[src/rtl/decode_pkg.sv]
`default_nettype none
// ============================================================================
// Module   : decode_pkg
// Purpose  : Opcodes, instruction field positions and register-use helpers
//            shared by the decode stage and its hazard unit.
// Revision : 1.0
// ============================================================================
package decode_pkg;

    localparam logic [4:0] OP_RTYPE = 5'b00000;
    localparam logic [4:0] OP_J     = 5'b00001;
    localparam logic [4:0] OP_BNE   = 5'b00010;
    localparam logic [4:0] OP_JAL   = 5'b00011;
    localparam logic [4:0] OP_JR    = 5'b00100;
    localparam logic [4:0] OP_BLT   = 5'b00110;
    localparam logic [4:0] OP_SW    = 5'b00111;
    localparam logic [4:0] OP_LW    = 5'b01000;
    localparam logic [4:0] OP_SETX  = 5'b10101;
    localparam logic [4:0] OP_BEX   = 5'b10110;

    localparam int c_opc_hi = 31;
    localparam int c_opc_lo = 27;
    localparam int c_rd_hi  = 26;
    localparam int c_rd_lo  = 22;
    localparam int c_rs_hi  = 21;
    localparam int c_rs_lo  = 17;
    localparam int c_rt_hi  = 16;
    localparam int c_rt_lo  = 12;

    // These opcodes read rd as their second source instead of rt.
    function automatic logic rd_rt(input logic [4:0] opcode);
        return (opcode == OP_BNE) || (opcode == OP_JR) ||
               (opcode == OP_BLT) || (opcode == OP_SW);
    endfunction

    function automatic logic uses_s1(input logic [4:0] opcode);
        return !((opcode == OP_J) || (opcode == OP_JAL) ||
                 (opcode == OP_SETX) || (opcode == OP_BEX));
    endfunction

    function automatic logic uses_s2(input logic [4:0] opcode);
        return (opcode == OP_RTYPE) || rd_rt(opcode);
    endfunction

endpackage
`default_nettype wire

[src/rtl/decode_hazard.sv]
`default_nettype none
// ============================================================================
// Module   : decode_hazard
// Purpose  : Load-use comparator and bubble counter for the decode stage.
// Revision : 1.0
// ============================================================================
module decode_hazard
    import decode_pkg::*;
#(
    parameter int LOAD_USE_STALLS = 1
)
(
    input  logic       clock,
    input  logic       reset_n,
    input  logic       flush,
    input  logic       advance,
    input  logic       in_valid,
    input  logic       out_valid,
    input  logic [4:0] ex_opcode,
    input  logic [4:0] ex_rd,
    input  logic [4:0] read_reg_s1,
    input  logic [4:0] read_reg_s2,
    input  logic       uses_s1,
    input  logic       uses_s2,
    output logic       hazard,
    output logic       bubble
);

    localparam logic [1:0] c_stall_reload = 2'(LOAD_USE_STALLS - 1);

    logic [1:0] r_stall_cnt;
    logic       w_ex_is_lw;
    logic       w_match_s1;
    logic       w_match_s2;
    logic       w_stall_busy;

    assign w_ex_is_lw   = out_valid && (ex_opcode == OP_LW) && (ex_rd != 5'd0);
    assign w_match_s1   = uses_s1 && (ex_rd == read_reg_s1);
    assign w_match_s2   = uses_s2 && (ex_rd == read_reg_s2);
    assign w_stall_busy = (r_stall_cnt != 2'd0);

    assign hazard = in_valid && w_ex_is_lw && (w_match_s1 || w_match_s2);
    // A bubble is owed either for a fresh hazard or for the remainder of one.
    assign bubble = hazard || w_stall_busy;

    always_ff @(posedge clock or negedge reset_n) begin
        if (!reset_n) begin
            r_stall_cnt <= 2'd0;
        end else if (flush) begin
            r_stall_cnt <= 2'd0;
        end else if (advance) begin
            if (w_stall_busy) begin
                r_stall_cnt <= r_stall_cnt - 2'd1;
            end else if (hazard) begin
                r_stall_cnt <= c_stall_reload;
            end
        end
    end

endmodule
`default_nettype wire

[src/rtl/decode_stage.sv]
`default_nettype none
// ============================================================================
// Module   : decode_stage
// Purpose  : Registered decode stage with valid/ready handshake and load-use
//            bubble insertion. Define DECODE_SIGN_EXT_EN for a sign-extended
//            immediate; the default zero-extends it.
// Revision : 1.0
// ============================================================================
module decode_stage
    import decode_pkg::*;
#(
    parameter int DATA_W          = 32,
    parameter int IMM_W           = 17,
    parameter int LOAD_USE_STALLS = 1
)
(
    input  logic              clock,
    input  logic              reset_n,
    input  logic              flush,
    input  logic              in_valid,
    output logic              in_ready,
    input  logic [DATA_W-1:0] in_instr,
    input  logic [DATA_W-1:0] in_pc,
    output logic [4:0]        read_reg_s1,
    output logic [4:0]        read_reg_s2,
    output logic              out_valid,
    input  logic              out_ready,
    output logic [DATA_W-1:0] out_instr,
    output logic [DATA_W-1:0] out_pc,
    output logic              out_bne,
    output logic              out_blt,
    output logic [DATA_W-1:0] out_imm
);

    logic              r_out_valid;
    logic [DATA_W-1:0] r_out_instr;
    logic [DATA_W-1:0] r_out_pc;
    logic              r_out_bne;
    logic              r_out_blt;
    logic [DATA_W-1:0] r_out_imm;

    logic [4:0]        w_opcode;
    logic [IMM_W-1:0]  w_imm_field;
    logic [DATA_W-1:0] w_imm;
    logic              w_advance;
    logic              w_hazard;
    logic              w_bubble;
    logic              w_accept;

    assign w_opcode    = in_instr[c_opc_hi:c_opc_lo];
    assign w_imm_field = in_instr[IMM_W-1:0];

    assign read_reg_s1 = in_instr[c_rs_hi:c_rs_lo];
    assign read_reg_s2 = rd_rt(w_opcode) ? in_instr[c_rd_hi:c_rd_lo]
                                         : in_instr[c_rt_hi:c_rt_lo];

`ifdef DECODE_SIGN_EXT_EN
    assign w_imm = {{(DATA_W-IMM_W){w_imm_field[IMM_W-1]}}, w_imm_field};
`else
    assign w_imm = {{(DATA_W-IMM_W){1'b0}}, w_imm_field};
`endif

    assign w_advance = out_ready || !r_out_valid;
    assign in_ready  = w_advance && !w_bubble && !flush;
    assign w_accept  = in_valid && in_ready;

    decode_hazard #(
        .LOAD_USE_STALLS (LOAD_USE_STALLS)
    ) u_hazard (
        .clock       (clock),
        .reset_n     (reset_n),
        .flush       (flush),
        .advance     (w_advance),
        .in_valid    (in_valid),
        .out_valid   (r_out_valid),
        .ex_opcode   (r_out_instr[c_opc_hi:c_opc_lo]),
        .ex_rd       (r_out_instr[c_rd_hi:c_rd_lo]),
        .read_reg_s1 (read_reg_s1),
        .read_reg_s2 (read_reg_s2),
        .uses_s1     (uses_s1(w_opcode)),
        .uses_s2     (uses_s2(w_opcode)),
        .hazard      (w_hazard),
        .bubble      (w_bubble)
    );

    // Bubbles and empty cycles clear valid but leave the payload untouched.
    always_ff @(posedge clock or negedge reset_n) begin
        if (!reset_n) begin
            r_out_valid <= 1'b0;
            r_out_instr <= '0;
            r_out_pc    <= '0;
            r_out_bne   <= 1'b0;
            r_out_blt   <= 1'b0;
            r_out_imm   <= '0;
        end else if (flush) begin
            r_out_valid <= 1'b0;
        end else if (w_advance) begin
            r_out_valid <= w_accept;
            if (w_accept) begin
                r_out_instr <= in_instr;
                r_out_pc    <= in_pc;
                r_out_bne   <= (w_opcode == OP_BNE);
                r_out_blt   <= (w_opcode == OP_BLT);
                r_out_imm   <= w_imm;
            end
        end
    end

    assign out_valid = r_out_valid;
    assign out_instr = r_out_instr;
    assign out_pc    = r_out_pc;
    assign out_bne   = r_out_bne;
    assign out_blt   = r_out_blt;
    assign out_imm   = r_out_imm;

endmodule
`default_nettype wire
[config.mk]
export PLATFORM = sky130hd
export DESIGN_NAME = decode_stage
export DESIGN_NICKNAME = d
export VERILOG_FILES = /design/src/rtl/decode_pkg.sv /design/src/rtl/decode_hazard.sv /design/src/rtl/decode_stage.sv
export SDC_FILE = /design/constraint.sdc
export NUM_CORES = 1
export LEC_CHECK = 0
export BUFFER_PORTS_ARGS = -buffer_cell sky130_fd_sc_hd__clkbuf_2
export CAP_MARGIN = 0
export CORE_ASPECT_RATIO = 0.75
export CORE_MARGIN = 3
export CORE_UTILIZATION = 41
export CTS_CLUSTER_DIAMETER = 40
export DETAILED_ROUTE_END_ITERATION = 10
export GPL_TIMING_DRIVEN = 0
export PLACE_DENSITY = 0.84
export SETUP_SLACK_MARGIN = 0.2
export SKIP_LAST_GASP = 1
export SYNTH_ARGS = -nofsm -noshare
export SYNTH_HDL_FRONTEND = slang
export SYNTH_SLANG_ARGS = --single-unit
[constraint.sdc]
create_clock -name clock -period 2.6 [get_ports clock]
set_input_delay 0.13 -clock clock [delete_from_list [all_inputs] [get_ports clock]]
set_output_delay 0.13 -clock clock [all_outputs]
set_load 0.005 [all_outputs]
==> metrics.yaml <==
synth_top_cell_by_area: "dfrtp_1"
rsz0062_at_grt: "yes"
nFillCells: 636
pin_count: 179
dp_hpwl_mm: 6.643
synthTopCellsByArea: "dfrtp_1 (51%), mux2_2 (14%), mux2_4 (13%)"
hold_path_class: "input pin to flip-flop"
die_area_um2: 9451
skew_ps: 8.418
hold_violations: 0
async_reset_ff_share_pct: 100.0
grt_pass1_vias: 2834
yosysMostFrequentCell: "dfrtp_1"
crit_buf_inv: 2
min_period_ps: 2440
setup_viol: 0
drcViolationCount: 0
crit_family: "simple AND/OR/NAND/NOR gates"
cp-start-kind: "flip-flop"
synth_area_um2: 3407
cts_tree: "yes"
cts-root-buf: "clkbuf_8"
die-width_um: 111.3
power_density_nw_per_um2: 648.2
fmax_mhz: 409.9
worst_pin_slew_ps: 733.5
ys_top_cells_by_count: "dfrtp_1 (69), mux2_2 (41), buf_4 (37), mux2_4 (29), xnor2_1 (8)"
antenna_found_initial: 0
final_nets: 535
first_pass_iters: 4
via_per_inst: 4.701
grt_pass1_wl_mm: 14.54
peakVddDrop_v: 0.0003751
multi_input_area_um2: 1406
outcome: "finished clean"
fp.coreArea_um2: 7988
ys.flop_type: "dfrtp_1"
yosysWarnings: 0
holdWs_ps: 21.67
synthCells: 248
yosys_register_bits: 69
p_leak_nw: 2.569
yosysSeqAreaShare_pct: 50.68
place.gp.congestion: 0.8091
arrival_ps: 2660
diodes: 0
min_period_over_period_pct: 93.84
avgRoutedWirePerCell_um: 15.57
initial_utilization_pct: 42.65
die_y_um: 84.95
dr_total_vias: 2708
synth-edff-count: 0
clkTransAtPathRegs_ps: 80
cp_slowest_stage_delay_ps: 530
net-switching-power_uw: 892.4
final_layout_size_suffix_gt1_share_pct: 67.73
num_rows: 28
cts_buffers: 9
yosysUniqueCellTypes: 35
avgSynthCellArea_um2: 13.74
crit_chain: "nor2b_1 -> o31ai_1 -> nand2_1 -> or4_4 -> o211a_4 -> buf_8 -> buf_12 -> mux2_4"
seqCellArea_um2: 1732
internal_power_mw: 2.322
wl_mm: 8.968
finalPower_mw: 3.214
drt.antenna.violating_nets: 0
synth_top_area_share_pct: 50.68
slew_headroom_pct: 50.69
worstPathRequired_ps: 2820
fin_setup_tns_ps: 0
drt_iter0_markers: 129
cts_sinks: 69
power_frac_comb_pct: 28.5
cpMaxStageDelayCell: "or4_4"
cap_violations: 0
grt_remaining_overflow: 0
clk_latency_ps: 340
cts_buffer_depth: 2
grt_max_degree: 43
final_max_slew_viol_count: 0
port_buffers: 162
seq_power_share_pct: 43.0
crit_fanout: 10
path_class: "flip-flop to flip-flop"
grt_usage_pct: 19.49
power.share.switching_pct: 27.76
area_delta_synth_final_pct: 45.54
endpoint_kind: "flip-flop"
htreeDepth: 3
clkPwrFrac_pct: 28.5
-- cells in the final DEF, fill, tap and decap left out, drive strengths merged --
cell         instances
clkbuf             173
mux2                70
dfrtp               69
buf                 60
dlygate4sd3         16
conb                15
xnor2                8
nor2b                6
nand2                5
nand2b               4
inv                  4
nor2                 3
xor2                 3
or4                  3
o211a                3
nor3                 3
nor4                 3
clkinv               3
o21ai                2
o21a                 2
a21oi                2
a21boi               1
a41oi                1
o2111ai              1
o31a                 1
and4b                1
o31ai                1
a2111oi              1
a32oi                1
or4b                 1
nand4                1
a21o                 1
nor4b                1
nor3b                1
bufinv               1
-- timing repair --
item,CTS,global route
resized for setup,11,2
buffers inserted,12,2
hold endpoints to repair,38,4
pin swaps,5,4
hold buffers,12,4
setup endpoints to repair,60,65
-- power by group through the flow --
stage | combinational [mW] | sequential [mW] | clock (mW)
floorplan | 0.425 | 1.40 | 0
global placement | 0.802 | 1.39 | 0
detailed placement | 0.826 | 1.41 | 0
CTS | 0.907 | 1.38 | 0.943
global route | 0.990 | 1.41 | 1.00
finish | 0.916 | 1.38 | 0.915
-- routing by layer --
layer | GRT usage, % | wire length, µm | up-vias
li1 | - | - | 1260
met1 | 22.33 | 3591 | 1307
met2 | 34.32 | 4504 | 133
met3 | 7.199 | 795 | 8
met4 | 5.967 | 76 | 0
met5 | 0 | 0 | -
-- flip-flops by register name, summed over array words and instances (netlist names) --
| name | flops |
|---|---|
| out_pc | 32 |
| out_bne | 1 |
| out_blt | 1 |
| out_instr | 32 |
| u_hazard.r_stall_cnt | 2 |
| out_valid | 1 |
-- final cells by class --
cell class | instances | area share, %
Multi-Input combinational cell | 145 | 28.36
Tap cell | 105 | 2.650
Clock inverter | 5 | 1.161
Inverter | 3 | 0.2271
Timing Repair Buffer | 193 | 22.15
Buffer | 45 | 7.469
Sequential cell | 69 | 34.92
Clock buffer | 11 | 3.053
-- worst reg2reg max path, stage by stage, from the launching register on --
cell	delay, ps
dfrtp_2	440
nor2b_1	150
o31ai_1	230
nand2_1	80
or4_4	530
o211a_4	290
buf_8	150
buf_12	150
mux2_4	310
-- stage by stage --
step	setup slack (ps)	utilization [%]	area, µm²	instances
detailed placement	55.26	55.55	4437	530
finish	160.1	62.08	4959	576
global placement	58.31	55.26	4414	529
CTS	193.8	61.31	4897	570
floorplan	250.2	-	3472	262
global route	109.6	62.08	4959	576
-- cell families (layout without fill, tap and decap cells) --
group / count (synthesis) / after routing / share of synthesized area, %
buffers and inverters: 48 / 257 / 10.39
other: 1 / 15 / 0.1101
flip-flops: 69 / 69 / 50.68
XOR/XNOR: 11 / 11 / 2.828
AO/OA/AOI/OAI: 17 / 17 / 3.856
AND/OR/NAND/NOR: 32 / 32 / 5.802
multiplexers: 70 / 70 / 26.33
-- path summary, 6_finish.rpt --
check                                     startpoint                        end  slack (ps)  depth (start not counted)
min reg2reg                out_instr[21]$_DFFE_PN0P_  out_instr[21]$_DFFE_PN0P_         510                          1
min in group asynchronous                    reset_n  out_instr[19]$_DFFE_PN0P_         280                          2
max                        out_instr[22]$_DFFE_PN0P_     out_pc[28]$_DFFE_PN0P_         160                          8
max in group asynchronous                    reset_n      out_pc[8]$_DFFE_PN0P_        1750                          3
max reg2reg                out_instr[22]$_DFFE_PN0P_     out_pc[28]$_DFFE_PN0P_         160                          8
min                                         in_pc[9]      out_pc[9]$_DFFE_PN0P_          20                          2
Power figures use the tool's default switching activity.
